--- src/rtl/alu_arbiter.sv ---
// ---------------------------------------------------------------------------
// alu_arbiter
//
// Shares a single combinational ALU between two requesters. Requests are
// arbitrated round-robin in IDLE; the granted operands and control code are
// latched and presented to the ALU for exactly one EXEC cycle. The ALU
// result and zero flag are then registered and offered on one valid/ready
// response channel, tagged with the id of the requester that issued them.
// Only one operation is ever in flight.
//
// Parameters
//   WIDTH        operand/result width, must match the ALU datapath
//
// Ports
//   clk, rst_n               clock (rising edge), async active-low reset
//   req0_valid/ready/a/b/ctl requester 0 request channel
//   req1_valid/ready/a/b/ctl requester 1 request channel
//   alu_a, alu_b, alu_ctl    registered operands/control to the ALU
//   alu_result, alu_zero     combinational ALU outputs
//   rsp_valid/ready          response handshake
//   rsp_id                   requester that issued the response
//   rsp_result, rsp_zero     registered ALU result and zero flag
//   busy                     high whenever the FSM is not in IDLE
// ---------------------------------------------------------------------------
module alu_arbiter #(
    parameter int WIDTH = 32
) (
    input  logic             clk,
    input  logic             rst_n,

    input  logic             req0_valid,
    output logic             req0_ready,
    input  logic [WIDTH-1:0] req0_a,
    input  logic [WIDTH-1:0] req0_b,
    input  logic [3:0]       req0_ctl,

    input  logic             req1_valid,
    output logic             req1_ready,
    input  logic [WIDTH-1:0] req1_a,
    input  logic [WIDTH-1:0] req1_b,
    input  logic [3:0]       req1_ctl,

    output logic [WIDTH-1:0] alu_a,
    output logic [WIDTH-1:0] alu_b,
    output logic [3:0]       alu_ctl,
    input  logic [WIDTH-1:0] alu_result,
    input  logic             alu_zero,

    output logic             rsp_valid,
    input  logic             rsp_ready,
    output logic             rsp_id,
    output logic [WIDTH-1:0] rsp_result,
    output logic             rsp_zero,

    output logic             busy
);

    typedef enum logic [1:0] {
        IDLE = 2'd0,
        EXEC = 2'd1,
        RESP = 2'd2
    } state_t;

    state_t state_reg;
    state_t state_next;

    // Requester channels gathered into arrays so the arbitration and
    // operand selection can be written once for both requesters.
    logic [1:0]       req_valid;
    logic [1:0]       req_ready;
    logic [WIDTH-1:0] req_a   [2];
    logic [WIDTH-1:0] req_b   [2];
    logic [3:0]       req_ctl [2];

    assign req_valid  = {req1_valid, req0_valid};
    assign req_a[0]   = req0_a;
    assign req_a[1]   = req1_a;
    assign req_b[0]   = req0_b;
    assign req_b[1]   = req1_b;
    assign req_ctl[0] = req0_ctl;
    assign req_ctl[1] = req1_ctl;
    assign req0_ready = req_ready[0];
    assign req1_ready = req_ready[1];

    // Arbitration state and latched operation
    logic             last_grant_reg;
    logic             op_id_reg;
    logic [WIDTH-1:0] alu_a_reg;
    logic [WIDTH-1:0] alu_b_reg;
    logic [3:0]       alu_ctl_reg;

    // Registered response
    logic             rsp_id_reg;
    logic [WIDTH-1:0] rsp_result_reg;
    logic             rsp_zero_reg;

    // Arbitration decision (only meaningful in IDLE)
    logic grant_id;
    logic grant_any;
    logic accept;

    // -----------------------------------------------------------------------
    // Round-robin arbitration: a lone requester always wins; on a tie the
    // requester that was not granted last wins. Re-decided every IDLE cycle,
    // so a requester may withdraw or change its request freely until granted.
    // -----------------------------------------------------------------------
    always_comb begin
        grant_id  = 1'b0;
        grant_any = 1'b0;
        case (req_valid)
            2'b01: begin
                grant_id  = 1'b0;
                grant_any = 1'b1;
            end
            2'b10: begin
                grant_id  = 1'b1;
                grant_any = 1'b1;
            end
            2'b11: begin
                grant_id  = ~last_grant_reg;
                grant_any = 1'b1;
            end
            default: begin
                grant_id  = 1'b0;
                grant_any = 1'b0;
            end
        endcase
    end

    // rst_n gates acceptance so both readys read 0 while reset is held,
    // even though IDLE is the reset state and a valid may already be high.
    assign accept = (state_reg == IDLE) && grant_any && rst_n;

    // -----------------------------------------------------------------------
    // FSM: state register
    // -----------------------------------------------------------------------
    always_ff @(posedge clk or negedge rst_n) begin
        if (!rst_n) begin
            state_reg <= IDLE;
        end else begin
            state_reg <= state_next;
        end
    end

    // -----------------------------------------------------------------------
    // FSM: next-state logic. EXEC is always a single cycle because the ALU
    // is purely combinational.
    // -----------------------------------------------------------------------
    always_comb begin
        state_next = state_reg;
        case (state_reg)
            IDLE: begin
                if (accept) begin
                    state_next = EXEC;
                end
            end
            EXEC: begin
                state_next = RESP;
            end
            RESP: begin
                if (rsp_ready) begin
                    state_next = IDLE;
                end
            end
            default: begin
                state_next = IDLE;
            end
        endcase
    end

    // -----------------------------------------------------------------------
    // FSM: outputs
    // -----------------------------------------------------------------------
    generate
        for (genvar gi = 0; gi < 2; gi++) begin : g_ready
            assign req_ready[gi] = accept && (grant_id == 1'(gi));
        end
    endgenerate

    always_comb begin
        busy      = 1'b0;
        rsp_valid = 1'b0;
        case (state_reg)
            IDLE: begin
                busy      = 1'b0;
                rsp_valid = 1'b0;
            end
            EXEC: begin
                busy      = 1'b1;
                rsp_valid = 1'b0;
            end
            RESP: begin
                busy      = 1'b1;
                rsp_valid = 1'b1;
            end
            default: begin
                busy      = 1'b0;
                rsp_valid = 1'b0;
            end
        endcase
    end

    // -----------------------------------------------------------------------
    // Operand registers. These drive the ALU directly, so they are loaded on
    // the request handshake and are already valid throughout EXEC; outside
    // EXEC they simply hold the last operation.
    // -----------------------------------------------------------------------
    always_ff @(posedge clk or negedge rst_n) begin
        if (!rst_n) begin
            last_grant_reg <= 1'b1;
            op_id_reg      <= 1'b0;
            alu_a_reg      <= '0;
            alu_b_reg      <= '0;
            alu_ctl_reg    <= '0;
        end else if (accept) begin
            last_grant_reg <= grant_id;
            op_id_reg      <= grant_id;
            alu_a_reg      <= req_a[grant_id];
            alu_b_reg      <= req_b[grant_id];
            alu_ctl_reg    <= req_ctl[grant_id];
        end
    end

    assign alu_a   = alu_a_reg;
    assign alu_b   = alu_b_reg;
    assign alu_ctl = alu_ctl_reg;

    // -----------------------------------------------------------------------
    // Response registers: captured at the end of EXEC and held unchanged
    // through RESP until the consumer takes them.
    // -----------------------------------------------------------------------
    always_ff @(posedge clk or negedge rst_n) begin
        if (!rst_n) begin
            rsp_id_reg     <= 1'b0;
            rsp_result_reg <= '0;
            rsp_zero_reg   <= 1'b0;
        end else if (state_reg == EXEC) begin
            rsp_id_reg     <= op_id_reg;
            rsp_result_reg <= alu_result;
            rsp_zero_reg   <= alu_zero;
        end
    end

    assign rsp_id     = rsp_id_reg;
    assign rsp_result = rsp_result_reg;
    assign rsp_zero   = rsp_zero_reg;

endmodule

--- config.mk ---
export PLATFORM = sky130hd
export DESIGN_NAME = alu_arbiter
export DESIGN_NICKNAME = d
export VERILOG_FILES = /design/src/rtl/alu_arbiter.sv
export SDC_FILE = /design/constraint.sdc
export NUM_CORES = 1
export LEC_CHECK = 0
export ABC_AREA = 1
export CAP_MARGIN = 20
export CORE_UTILIZATION = 40
export CTS_BUF_LIST = sky130_fd_sc_hd__clkbuf_4 sky130_fd_sc_hd__clkbuf_8
export DETAILED_ROUTE_END_ITERATION = 7
export PLACE_DENSITY = 0.83
export SLEW_MARGIN = 20
export SYNTH_ARGS = -nofsm -noshare
export SYNTH_HDL_FRONTEND = slang
export SYNTH_SLANG_ARGS = --single-unit
--- constraint.sdc ---
create_clock -name clk -period 1.55 [get_ports clk]
set_input_delay 0.2325 -clock clk [delete_from_list [all_inputs] [get_ports clk]]
set_output_delay 0.2325 -clock clk [all_outputs]
set_load 0.1 [all_outputs]
[Word level (Yosys, flattened, before mapping)]
Cells that the tools add are included.
Word-level totals
  register bits: 106
  input bits: 174
  output and inout bits: 106
  logic and storage cells: 44
Cells by class
  magnitude comparators: 1
  equal/unequal tests: 7
  multiplexer cells: 16
  bitwise logic cells: 3
  reduce and logical (&&, ||, !) cells: 8
Operators with widths (number)
  32-bit two-way mux: 6
  4-bit two-way mux: 3
  2-bit equality test, second input constant: 3
  2-bit case mux with 3 select lines: 1
  2-bit by 1-bit equality test with 1-bit output, second input constant: 2
  1-bit logical AND: 4
  2-bit two-way mux: 2
  2-bit != test, second input constant: 2
  1-bit two-way mux: 3
  3-bit OR reduction: 1
  2-bit >= comparator, second input constant: 1
  2-bit logical NOT: 1
  1-bit NOT: 2
  1-bit NOT with 2-bit output: 1
  1-bit case mux with 2 select lines: 1
  2-bit AND reduction: 1
  2-bit OR reduction: 1

[Longest topological paths before layout]
  depth after elaboration: 7
  depth in mapped cells: 10
  gate-level depth less buffers: 9

[Worst setup path before layout]
OpenSTA, ideal clock, no wires.
  path type: register to output
  from: register state_reg[0]
  to: output port req0_ready
  data arrival time: 2.266 ns
  required time: 1.317 ns
  setup slack: -0.948 ns
  stages on the path, launching flop included: 8
  path buffers: 1
  cells stage by stage: dfrtp_1 inv_1 ha_1 nand2_1 inv_2 nand2_4 buf_2 nor2_1
On the way
  cells in the longest elaborated chain, start to end: 4
RTL lines
  start: declaration: line 64  | state_t state_reg;
  start signal: assignment: line 141  | state_reg <= state_next;
  2-bit logical NOT: line 132  | assign accept = (state_reg == IDLE) && grant_any && rst_n;
  1-bit logical AND (2 in a row): line 132
  1-bit logical AND: line 176  | assign req_ready[gi] = accept && (grant_id == 1'(gi));
  end: declaration: line 32  | output logic req0_ready,
Every way passes these cells.

[Worst setup path after layout]
Same ends and word-level chain as after synthesis.

==> results.txt <==
The run finished, with violations left. The checks that failed: negative hold slack, negative setup slack. The maximum fanout along the worst path came out at 2. The data required time of the critical path is 1320 ps.

The critical path capture point type is an output pin. The detailed router finished its first iteration with ~300 violations. The clock tree synthesis step divided the H-tree into 3 levels. The worst setup path is of the reg -> out kind. The standard-cell row count came out at 40. The hold buffer count at cts came out at 0.

The floorplan step defined a die boundary enclosing 12,810 um^2. Once routing completed, OpenROAD measured the worst setup slack at -187.6 ps. The worst reg-to-reg setup slack is -30 ps.

The shortest period the worst path allows is 1738 ps. The via count of the first global-routing pass came out at between 5,000 and 6,000. The number of setup violations in the final report came out at 4. The headroom to the max-slew limit came out at 0.6261. The vertical die dimension is 113.2 um. In the final layout, the multi-input gates occupy 2162 um^2. Of the cells placed in the final design, the portion with a size suffix greater than 1 is 0.2283. For this run, the top clock speed supported by timing is between 500 and 600 MHz. The wire length of the first global-routing pass came out at between 20 and 30 mm. The number of optimization iterations in the first detailed-route pass is 5. Yosys printed 0 warnings. The post-route fraction of the period consumed by the critical path came out at 1.121. The core region is about 12,000 um^2. In this run, placement finished with an instance count of 1,021. The sum of overflow across all layers after global routing came out at 0. The top-level port count came out at 280. The initial antenna violation count is 0. The number of synthesized register bits came out at 106. After legalization and detailed placement, the total HPWL measured 12.46 mm. On the final layout, the worst hold slack is -14.44 ps.

Entering global routing, the biggest net connects 107 pins. In this run the worst hold path is classified as in -> async. The number of nets produced by synthesis came out at about 800.

The worst register-to-register path begins at state_reg[0]$_DFFE_PN0P_. The total number of vias came out at 5,184. The via-per-instance ratio is roughly 4.9.

The number of cells on the worst reg-to-reg path came out at 10. Summing every instance area after synthesis gives 4945 um^2. The number of max-cap violations came out at 0. The average wire length per cell after detail routing is 18.39 um. The number of input and output port buffers inserted came out at 279. The final weighted congestion of routability-driven global placement came out at 0.7927. The count of mapped cells out of synthesis is 614. The average footprint of a synthesized cell is 8.053 um^2. The worst register-to-register path ends at alu_b[15]$_DFFE_PN0P_. The total global-route track usage is 0.2709.

The part of the Yosys area used for sequential elements is 0.5367. The die boundary width came out at 113.2 um. TritonCTS built the clock tree. The net total in the final layout is 1,085. The final instance count without filler cells is 1,058. The count of unique library cells instantiated by Yosys is 15.

The number of max-slew violations in the final report is 0. The hold violation count in the final report came out at 31. Counting along the longest clock path gives a buffer depth of 2. The number of sinks handled by clock tree synthesis came out at 106. The area growth from synthesis to layout is 94.94%. The clock latency on the worst-skew pair is 390 ps. The clock buffer count from CTS came out at 9. The number of remaining DRC errors came out at 0.

In the final layout, flip-flops and latches occupy 2654 um^2. Setup repair after global routing could not meet its margin everywhere. Data on the critical path arrives at its endpoint at 1510 ps. The repair_antennas step left the layout with diodes totalling 0.

The count of nets left with antenna violations once routing finished came out at 0. The routed wire length came out at a little under 20 mm. The slew of the pin with the lowest slew margin came out at between 500 and 600 ps. The CTS clock-pin slew for the worst setup and hold paths came out at 100 ps. The starting density of the core is 0.4117.

The critical path startpoint category is a flip-flop. The number of filler cells placed in the layout is 676. The post-route clock skew came out at 11.50 ps.

The tree is rooted in a sky130_fd_sc_hd__clkbuf_8.
## critical path, cell delays in order, from the launching register on
cell	delay, ps
sky130_fd_sc_hd__dfrtp_1	410
sky130_fd_sc_hd__inv_2	90
sky130_fd_sc_hd__ha_4	150
sky130_fd_sc_hd__nand2_4	60
sky130_fd_sc_hd__inv_6	80
sky130_fd_sc_hd__nand2_8	60
sky130_fd_sc_hd__nor2_4	100
sky130_fd_sc_hd__buf_12	180
## kinds of logic after synthesis
group | synth area share
buf+inv | 0.04529
fa+ha+maj | 0.01265
flops | 0.5367
mux | 0.07743
simple gates | 0.3279
## timing repair
action,4_1_cts,5_1_grt
resized for setup,13,19
pin swaps,4,4
buffers inserted,9,8
gates cloned,0,9
endpoints found under the setup margin,10,108
## per-layer routing
metal  vias up  share of wire  GRT usage
li1       2440              -          -
met1      2406           0.36     0.2855
met2       290           0.51     0.4937
met3        48          0.097     0.1082
met4         0          0.030    0.08333
met5         -              0          0
## worst max-delay path by stage
stage                     cells past startpoint    endpoint                startpoint  slack [ps]
after floorplan                               7  req0_ready  state_reg[0]$_DFFE_PN0P_        -180
after global placement                        7  req1_ready                req0_valid        -110
after detailed placement                      7  req1_ready                req0_valid        -130
after CTS                                     7  req0_ready  state_reg[1]$_DFFE_PN0P_        -210
after global routing                          7  req0_ready  state_reg[0]$_DFFE_PN0P_        -250
final                                         7  req0_ready  state_reg[0]$_DFFE_PN0P_        -190
## final cells by class
| class | count | area share |
|---|---|---|
| Multi-Input combinational cell | 467 | 0.2243 |
| Timing Repair Buffer | 313 | 0.4547 |
| Clock buffer | 12 | 0.01584 |
| Sequential cell | 106 | 0.2753 |
| Tap cell | 147 | 0.01908 |
| Inverter | 9 | 0.005452 |
| Clock inverter | 4 | 0.005322 |
## metrics by stage
stage                 util  hold slack (ps)  setup TNS [ps]  setup slack [ps]  area [um^2]
floorplan                -           -63.09          -310.0            -178.4         4959
global placement    0.7483            407.1           -1859            -106.2         8989
detailed placement  0.7483            412.9           -3367            -133.3         8989
CTS                 0.7754            5.507          -401.9            -213.0         9314
global route        0.8025           -10.02           -1216            -246.0         9639
finish              0.8025           -14.44          -381.6            -187.6         9639
## layout by cell type (no fill, tap or decap), drive strengths merged
| cell | netlist | final |
|---|---|---|
| nand2 | 425 | 425 |
| buf | 26 | 132 |
| dfstp | 1 | 1 |
| mux2 | 34 | 34 |
| clkbuf | 6 | 21 |
| nor2 | 1 | 1 |
| dfrtp | 105 | 105 |
| ha | 5 | 5 |
| clkinvlp | 0 | 2 |
| bufinv | 0 | 1 |
| clkdlybuf4s50 | 0 | 172 |
| inv | 9 | 8 |
| nand3 | 2 | 2 |
| clkinv | 0 | 2 |
## cell usage after synthesis, drive strengths merged
| master | count | area share |
|---|---|---|
| nand3 | 2 | 0.0020 |
| dfstp | 1 | 0.0053 |
| mux2 | 34 | 0.077 |
| nand2 | 425 | 0.33 |
| nor2 | 1 | 0.00076 |
| buf | 26 | 0.034 |
| inv | 9 | 0.0068 |
| clkbuf | 6 | 0.0046 |
| dfrtp | 105 | 0.53 |
| ha | 5 | 0.013 |
Power is not shown: default switching activity piles up to over one toggle a cycle in this logic, so the estimate is an artifact.
